<file path="config.mk">
export PLATFORM = sky130hd
export DESIGN_NAME = handshake_constant_seq_flat
export DESIGN_NICKNAME = d
export VERILOG_FILES = /design/src/rtl/handshake_constant_seq_if.sv /design/src/rtl/handshake_constant_seq.sv /design/src/flat_wrapper.sv
export SDC_FILE = /design/constraint.sdc
export NUM_CORES = 1
export LEC_CHECK = 0
export BUFFER_PORTS_ARGS = -buffer_cell sky130_fd_sc_hd__buf_2
export CAP_MARGIN = 10
export CELL_PAD_IN_SITES_DETAIL_PLACEMENT = 2
export CELL_PAD_IN_SITES_GLOBAL_PLACEMENT = 2
export CORE_MARGIN = 4
export CORE_UTILIZATION = 17
export DETAILED_ROUTE_END_ITERATION = 10
export PLACE_DENSITY = 0.78
export SLEW_MARGIN = 40
export SYNTH_ARGS = -nofsm -noshare
export SYNTH_HDL_FRONTEND = slang
export SYNTH_SLANG_ARGS = --single-unit
export TNS_END_PERCENT = 5
</file>
<file path="constraint.sdc">
create_clock -name clk -period 0.9 [get_ports clk]
set_input_delay 0 -clock clk [delete_from_list [all_inputs] [get_ports clk]]
set_output_delay 0 -clock clk [all_outputs]
set_load 0.1 [all_outputs]
</file>
<file path="src/rtl/handshake_constant_seq_if.sv">
// Handshake bundle for the constant-table sequencer:
// control token in, indexed constant token out.
interface handshake_constant_seq_if #(
    parameter int DATA_WIDTH = 18,
    parameter int IDX_W      = 2
);
    logic                  ctrl_valid;
    logic                  ctrl_ready;
    logic                  restart;
    logic [DATA_WIDTH-1:0] outs;
    logic [IDX_W-1:0]      outs_index;
    logic                  outs_last;
    logic                  outs_valid;
    logic                  outs_ready;

    modport master (
        output ctrl_valid,
        output restart,
        output outs_ready,
        input  ctrl_ready,
        input  outs,
        input  outs_index,
        input  outs_last,
        input  outs_valid
    );

    modport slave (
        input  ctrl_valid,
        input  restart,
        input  outs_ready,
        output ctrl_ready,
        output outs,
        output outs_index,
        output outs_last,
        output outs_valid
    );
endinterface

</file>
<file path="src/rtl/handshake_constant_seq.sv">
// Releases successive entries of a constant table, one per accepted
// control token, through a registered one-slot elastic output buffer.
module handshake_constant_seq #(
    parameter int                            DATA_WIDTH = 18,
    parameter int                            DEPTH      = 4,
    parameter logic [DEPTH*DATA_WIDTH-1:0]   VALUES     = '0,
    parameter bit                            WRAP       = 1'b1,
    localparam int                           IDX_W      = (DEPTH > 1) ? $clog2(DEPTH) : 1
) (
    input  logic                     clk,
    input  logic                     rst,
    handshake_constant_seq_if.slave  bus
);

    localparam logic [IDX_W-1:0] LAST = IDX_W'(DEPTH - 1);

    logic [IDX_W-1:0]      idx;
    logic [IDX_W-1:0]      eidx;
    logic [IDX_W-1:0]      nidx;
    logic [DATA_WIDTH-1:0] tbl_val;
    logic [DATA_WIDTH-1:0] data_q;
    logic [IDX_W-1:0]      index_q;
    logic                  valid_q;
    logic                  ctrl_fire;
    logic                  out_fire;

    // The only combinational path: outs_ready -> ctrl_ready.
    assign bus.ctrl_ready = !valid_q || bus.outs_ready;
    assign ctrl_fire      = bus.ctrl_valid && bus.ctrl_ready;
    assign out_fire       = valid_q && bus.outs_ready;

    assign eidx = bus.restart ? '0 : idx;

    if (DEPTH == 1) begin : g_one
        assign tbl_val = VALUES[DATA_WIDTH-1:0];
    end else begin : g_tbl
        logic [DATA_WIDTH-1:0] tbl [DEPTH];
        for (genvar k = 0; k < DEPTH; k++) begin : g_ent
            assign tbl[k] = VALUES[k*DATA_WIDTH +: DATA_WIDTH];
        end
        assign tbl_val = tbl[eidx];
    end

    always_comb begin
        nidx = LAST;
        if (eidx < LAST) begin
            nidx = eidx + IDX_W'(1);
        end else if (WRAP) begin
            nidx = '0;
        end
    end

    always_ff @(posedge clk or negedge rst) begin
        if (!rst) begin
            valid_q <= 1'b0;
            data_q  <= '0;
            index_q <= '0;
            idx     <= '0;
        end else if (ctrl_fire) begin
            // A new token overwrites any one leaving this cycle: no bubble.
            valid_q <= 1'b1;
            data_q  <= tbl_val;
            index_q <= eidx;
            idx     <= nidx;
        end else begin
            if (out_fire) begin
                valid_q <= 1'b0;
            end
            if (bus.restart) begin
                idx <= '0;
            end
        end
    end

    assign bus.outs       = data_q;
    assign bus.outs_index = index_q;
    assign bus.outs_valid = valid_q;
    assign bus.outs_last  = valid_q && (index_q == LAST);

endmodule
</file>
<file path="src/flat_wrapper.sv">
// flat-port wrapper written by rule: the top's interface ports become plain ports
module handshake_constant_seq_flat 
#(
    parameter int                            DATA_WIDTH = 18,
    parameter int                            DEPTH      = 4,
    parameter logic [DEPTH*DATA_WIDTH-1:0]   VALUES     = '0,
    parameter bit                            WRAP       = 1'b1,
    localparam int                           IDX_W      = (DEPTH > 1) ? $clog2(DEPTH) : 1
)
  (clk, rst, bus_ctrl_valid, bus_restart, bus_outs_ready, bus_ctrl_ready, bus_outs, bus_outs_index, bus_outs_last, bus_outs_valid);
  handshake_constant_seq_if #(.DATA_WIDTH(DATA_WIDTH)) bus_i ();
  input  logic clk;
  input  logic rst;
  input wire logic [$bits(bus_i.ctrl_valid)-1:0] bus_ctrl_valid;
  input wire logic [$bits(bus_i.restart)-1:0] bus_restart;
  input wire logic [$bits(bus_i.outs_ready)-1:0] bus_outs_ready;
  output wire logic [$bits(bus_i.ctrl_ready)-1:0] bus_ctrl_ready;
  output wire logic [$bits(bus_i.outs)-1:0] bus_outs;
  output wire logic [$bits(bus_i.outs_index)-1:0] bus_outs_index;
  output wire logic [$bits(bus_i.outs_last)-1:0] bus_outs_last;
  output wire logic [$bits(bus_i.outs_valid)-1:0] bus_outs_valid;
  assign bus_i.ctrl_valid = bus_ctrl_valid;
  assign bus_i.restart = bus_restart;
  assign bus_i.outs_ready = bus_outs_ready;
  assign bus_ctrl_ready = bus_i.ctrl_ready;
  assign bus_outs = bus_i.outs;
  assign bus_outs_index = bus_i.outs_index;
  assign bus_outs_last = bus_i.outs_last;
  assign bus_outs_valid = bus_i.outs_valid;
  handshake_constant_seq #(.DATA_WIDTH(DATA_WIDTH), .DEPTH(DEPTH), .VALUES(VALUES), .WRAP(WRAP)) u_core (.clk(clk), .rst(rst), .bus(bus_i));
endmodule
</file>
* Word-level counts from Yosys, hierarchy flattened
Cells that the tools add are included.
Widths: inputs -> output; s select.
** Word-level totals
- Register bits :: 23
- Input port bits :: 5
- Output and inout bits :: 23
** Operators by class
- Reduce and logical (&&, ||, !) cells :: 6
- Order comparisons :: 2
- Multiplexer cells :: 8
- Bitwise gates (word level) :: 1
- Equality and inequality tests :: 1
- $add $sub $neg :: 1
** Operators by type and width (count)
- $bmux 18 s2 :: 1
- $mux 18 :: 2
- $mux 2 :: 3
- $ge 3x3->1 const B :: 1
- $logic_and 1x1->1 :: 3
- $not 2->3 :: 1
- $add 2x1->2 const B :: 1
- $eq 2x2->1 const B :: 1
- $lt 2x2->1 const B :: 1
- $mux 1 :: 2
- $reduce_bool 2->1 :: 1
- $logic_not 1->1 :: 1
- $logic_or 1x1->1 :: 1

* Longest topological paths before layout
- Depth in word-level cells :: 5
- Gate-level depth with buffers :: 3

* Least setup slack after synthesis
No wires, ideal clock.
- Path kind :: reg-to-reg
- Start :: reg u_core.valid_q, in the netlist u_core.bus.outs_valid
- End :: reg u_core.index_q[0], in the netlist u_core.bus.outs_index[0]
- Setup slack :: -1063 ps
- Arrival :: 1837 ps
- Setup time :: 126 ps
- Stages on the path, launching flop included :: 4
- Cells stage by stage :: dfrtp_1 -> nand2b_4 -> nand2_4 -> mux2_4
** Between the ends
- Cells in the longest elaborated chain, start to end :: 3
** Ends and longest elaborated chain
- from (decl) :: RTL line handshake_constant_seq.sv:23 : logic valid_q;
- from (signal assigned) :: RTL line handshake_constant_seq.sv:55 : valid_q <= 1'b0;
- from (signal assigned) :: RTL line handshake_constant_seq.sv:61 : valid_q <= 1'b1;
- from (signal assigned) :: RTL line handshake_constant_seq.sv:67 : valid_q <= 1'b0;
- $logic_not 1->1 :: RTL line handshake_constant_seq.sv:28 : assign bus.ctrl_ready = !valid_q || bus.outs_ready;
- $logic_or 1x1->1 :: RTL line handshake_constant_seq.sv:28
- via bus_ctrl_ready :: RTL line flat_wrapper.sv:17 : output wire logic [$bits(bus_i.ctrl_ready)-1:0] bus_ctrl_ready;
- $logic_and 1x1->1 :: RTL line handshake_constant_seq.sv:29 : assign ctrl_fire = bus.ctrl_valid && bus.ctrl_ready;
- to (signal assigned) :: RTL line handshake_constant_seq.sv:63 : index_q <= eidx;
- to (decl) :: RTL line handshake_constant_seq.sv:22 : logic [IDX_W-1:0] index_q;
The timed path passes the listed nets, and every way through them passes these cells.
A chain may end at the register's enable or synchronous reset.

* Final worst setup path
- Start :: reg u_core.valid_q, in the netlist u_core.bus.outs_valid
- End :: out bus_ctrl_ready
** Between the ends
- Cells in the longest elaborated chain, start to end :: 2
** Ends and longest elaborated chain (RTL line)
- $logic_not 1->1 :: handshake_constant_seq.sv:28
- $logic_or 1x1->1 :: handshake_constant_seq.sv:28
- to (decl) :: flat_wrapper.sv:17
Every way passes these cells.

==> results.json <==
{
  "status": "finished, violations left",
  "violations": "setup timing",
  "synth_xor_area_share_pct": 2.341,
  "rr_startpoint": "u_core.bus.outs_valid",
  "timing.fmax_mhz": 840.9,
  "first_global_vias": 270,
  "wl_per_cell_um": 9.817,
  "synth_seq_cells": 5,
  "cts_buffer_depth": 2,
  "final_core_util_pct": 27.91,
  "antenna_found_initial": 0,
  "dp_hpwl_um": 655.5,
  "cts_tree": "yes",
  "port_buffers": 9,
  "grt_setup_unrepaired": "true",
  "place_area_sq_um": 494.2,
  "cp.required_ns": 0.90,
  "p_per_area_nw_per_um2": 2137,
  "finalInstanceArea_sq_um": 564.3,
  "min_period_ns": 1.189,
  "end_kind": "primary output",
  "num_rows": 16,
  "n_fill_cell": 228,
  "max_stage_delay_ns": 0.47,
  "syn2layout_area_growth_pct": 50.84,
  "met2_wirelength_um": 474,
  "cts_buffers": 3,
  "multi_input_area_sq_um": 186.4,
  "p_total_mw": 1.206,
  "arrival_ns": 1.19,
  "synth.distinct_cells": 16,
  "drv_slew": 0,
  "setup_violations": 8,
  "die_w_um": 54.91,
  "crit_chain": "buf_6 -> nand2b_4 -> buf_6 -> buf_12",
  "synthAdderAreaFrac_pct": 0,
  "numPlacedInstances": 76,
  "setup_ws_ns": -0.2893,
  "wl_met3_um": 93,
  "start_util_pct": 18.50,
  "min_path_cells": 2,
  "layout.cells.non_filler": 82,
  "fin_crit_sh_pct": 132.1,
  "skew_ns": 0.004725,
  "cap_violations": 0,
  "drt_iter0_markers": 2,
  "cts_max_level": 1,
  "io-pin-count": 28,
  "critPathLaunchType": "flop",
  "finalHoldViolations": 0,
  "grt_pass1_wl_um": 1117,
  "irDropWorstVdd_uv": 567.1,
  "syn_area_per_cell_sq_um": 10.11,
  "path_clk_slew_ns": 0.04,
  "grt_start_max_net_pins": 6,
  "antenna_left": 0,
  "dieArea_sq_um": 3015,
  "place_worst_setup_slack_ns": -0.1379,
  "core_sq_um": 2022,
  "synth_compound_area_share_pct": 4.682,
  "first_pass_iters": 2,
  "min_from": "bus_ctrl_valid",
  "drive_gt1_share_pct": 47.27,
  "timing.rr.end": "u_core.bus.outs_index[0]",
  "reg2regPathDepth": 4,
  "die_y_um": 54.91,
  "num_antenna_cells": 0,
  "wl_met1_um": 238,
  "synth_mux_area_share_pct": 6.689,
  "viasPerCell": 3.061,
  "leakage_nw": 0.2910,
  "syn_inst": 37,
  "most-common-layout-cells": "conb_1 (18), buf_12 (5), buf_2 (4), buf_6 (4), clkbuf_4 (3)",
  "seqCellArea_sq_um": 131.4,
  "yosysTopAreaCellShare_pct": 36.12,
  "worstHoldEndpoint": "u_core.bus.outs_valid",
  "path_max_fanout": 5,
  "nNetsFinal": 61,
  "yosys.area_share.simple_pct": 14.72,
  "rrSetupSlack_ns": -0.25,
  "yosysWarnings": 0,
  "vias": 251,
  "hp-class": "input pin to flop",
  "drc": 0,
  "syn-cell-area_sq_um": 374.1,
  "gp_congestion": 0.6484,
  "path_class": "flop to primary output",
  "wirelength_um": 805,
  "clk_latency_ns": 0.24,
  "layout_commonest_cell": "conb_1",
  "synth_top_family_by_area": "buffers and inverters",
  "top_layer": "met3",
  "synth_area_leaders": "buf_4 (36%), dfrtp_1 (33%), mux2_4 (4.0%), nand2b_4 (3.7%), a41o_2 (3.0%)",
  "clock_sinks": 5,
  "cp_common_cell": "buf_6",
  "setup-tns-final_ns": -1.637,
  "grt-ovfl-total": 0,
  "seq_area_frac_synth_pct": 33.44,
  "cts-root-buf": "clkbuf_4",
  "synth_top_cell_by_area": "buf_4",
  "track_usage_pct": 5.922,
  "whs_ns": 0.04055,
  "slowest_stage": "dfrtp_4"
}
## logic make-up (layout without fill, tap and decap cells)
family / count (synthesis) / in the layout
buffers and inverters: 19 / 20
AOI/OAI and AO/OA: 2 / 2
and+or+nand+nor: 7 / 7
other: 1 / 18
muxes: 2 / 2
xor gates and xnor gates: 1 / 1
DFF: 5 / 5
## synth_stat cells
cell	instances
nand2b_1	1
a41o_2	1
nand2_4	1
mux2_4	1
a31oi_1	1
nor2_1	1
inv_1	1
mux2i_1	1
and3_1	1
nand2b_4	1
nor2b_1	1
buf_4	18
conb_1	1
dfrtp_1	5
xnor2_1	1
or2b_1	1
## layer usage
metal | GRT usage (%) | vias up
met1 | 5.537 | 119
li1 | - | 116
met3 | 4.826 | 0
met4 | 3.644 | 0
met5 | 0 | -
met2 | 8.858 | 16
## worst max-delay path by stage
stage | start | to | slack, ns | cells after the start
floorplan | u_core.bus.outs_valid | u_core.bus.outs_index[0] | -0.57 | 3
global placement | u_core.bus.outs_valid | u_core.bus.outs_index[0] | -0.13 | 3
detailed placement | u_core.bus.outs_valid | u_core.bus.outs_index[0] | -0.14 | 3
CTS | u_core.bus.outs_valid | bus_ctrl_ready | -0.30 | 4
global route | u_core.bus.outs_valid | bus_ctrl_ready | -0.35 | 4
finish | u_core.bus.outs_valid | bus_ctrl_ready | -0.29 | 4
## what timing repair did
item,4_1_cts,5_1_grt
hold buffers,1,0
buffers inserted,1,0
pin swaps,1,0
endpoints found under the setup margin,8,8
gates resized for setup,5,1
hold endpoints to repair,5,0
## critical path: cells and delay by family (launching register included)
family / cells / cell delay [ns]
buf+inv: 3 / 0.39
simple gates: 1 / 0.09
flops: 1 / 0.47
## where the power goes
part / internal, mW / switching [mW]
Combinational: 0.148 / 0.519
Clock: 0.167 / 0.0886
Sequential: 0.256 / 0.0267
Total: 0.572 / 0.634
## cell type report
type	instances	share of cell area [%]
multi-input cells	30	33.04
repair buffers	15	32.37
flip-flops and latches	5	23.28
well taps	27	5.987
clock buffers	4	4.656
inverters	1	0.6652
## sequential cells by signal, indices dropped and copies added, names as in the netlist
register	count
u_core.bus.outs_index	2
u_core.idx	2
u_core.bus.outs_valid	1
(Power assumes the default switching activity.)
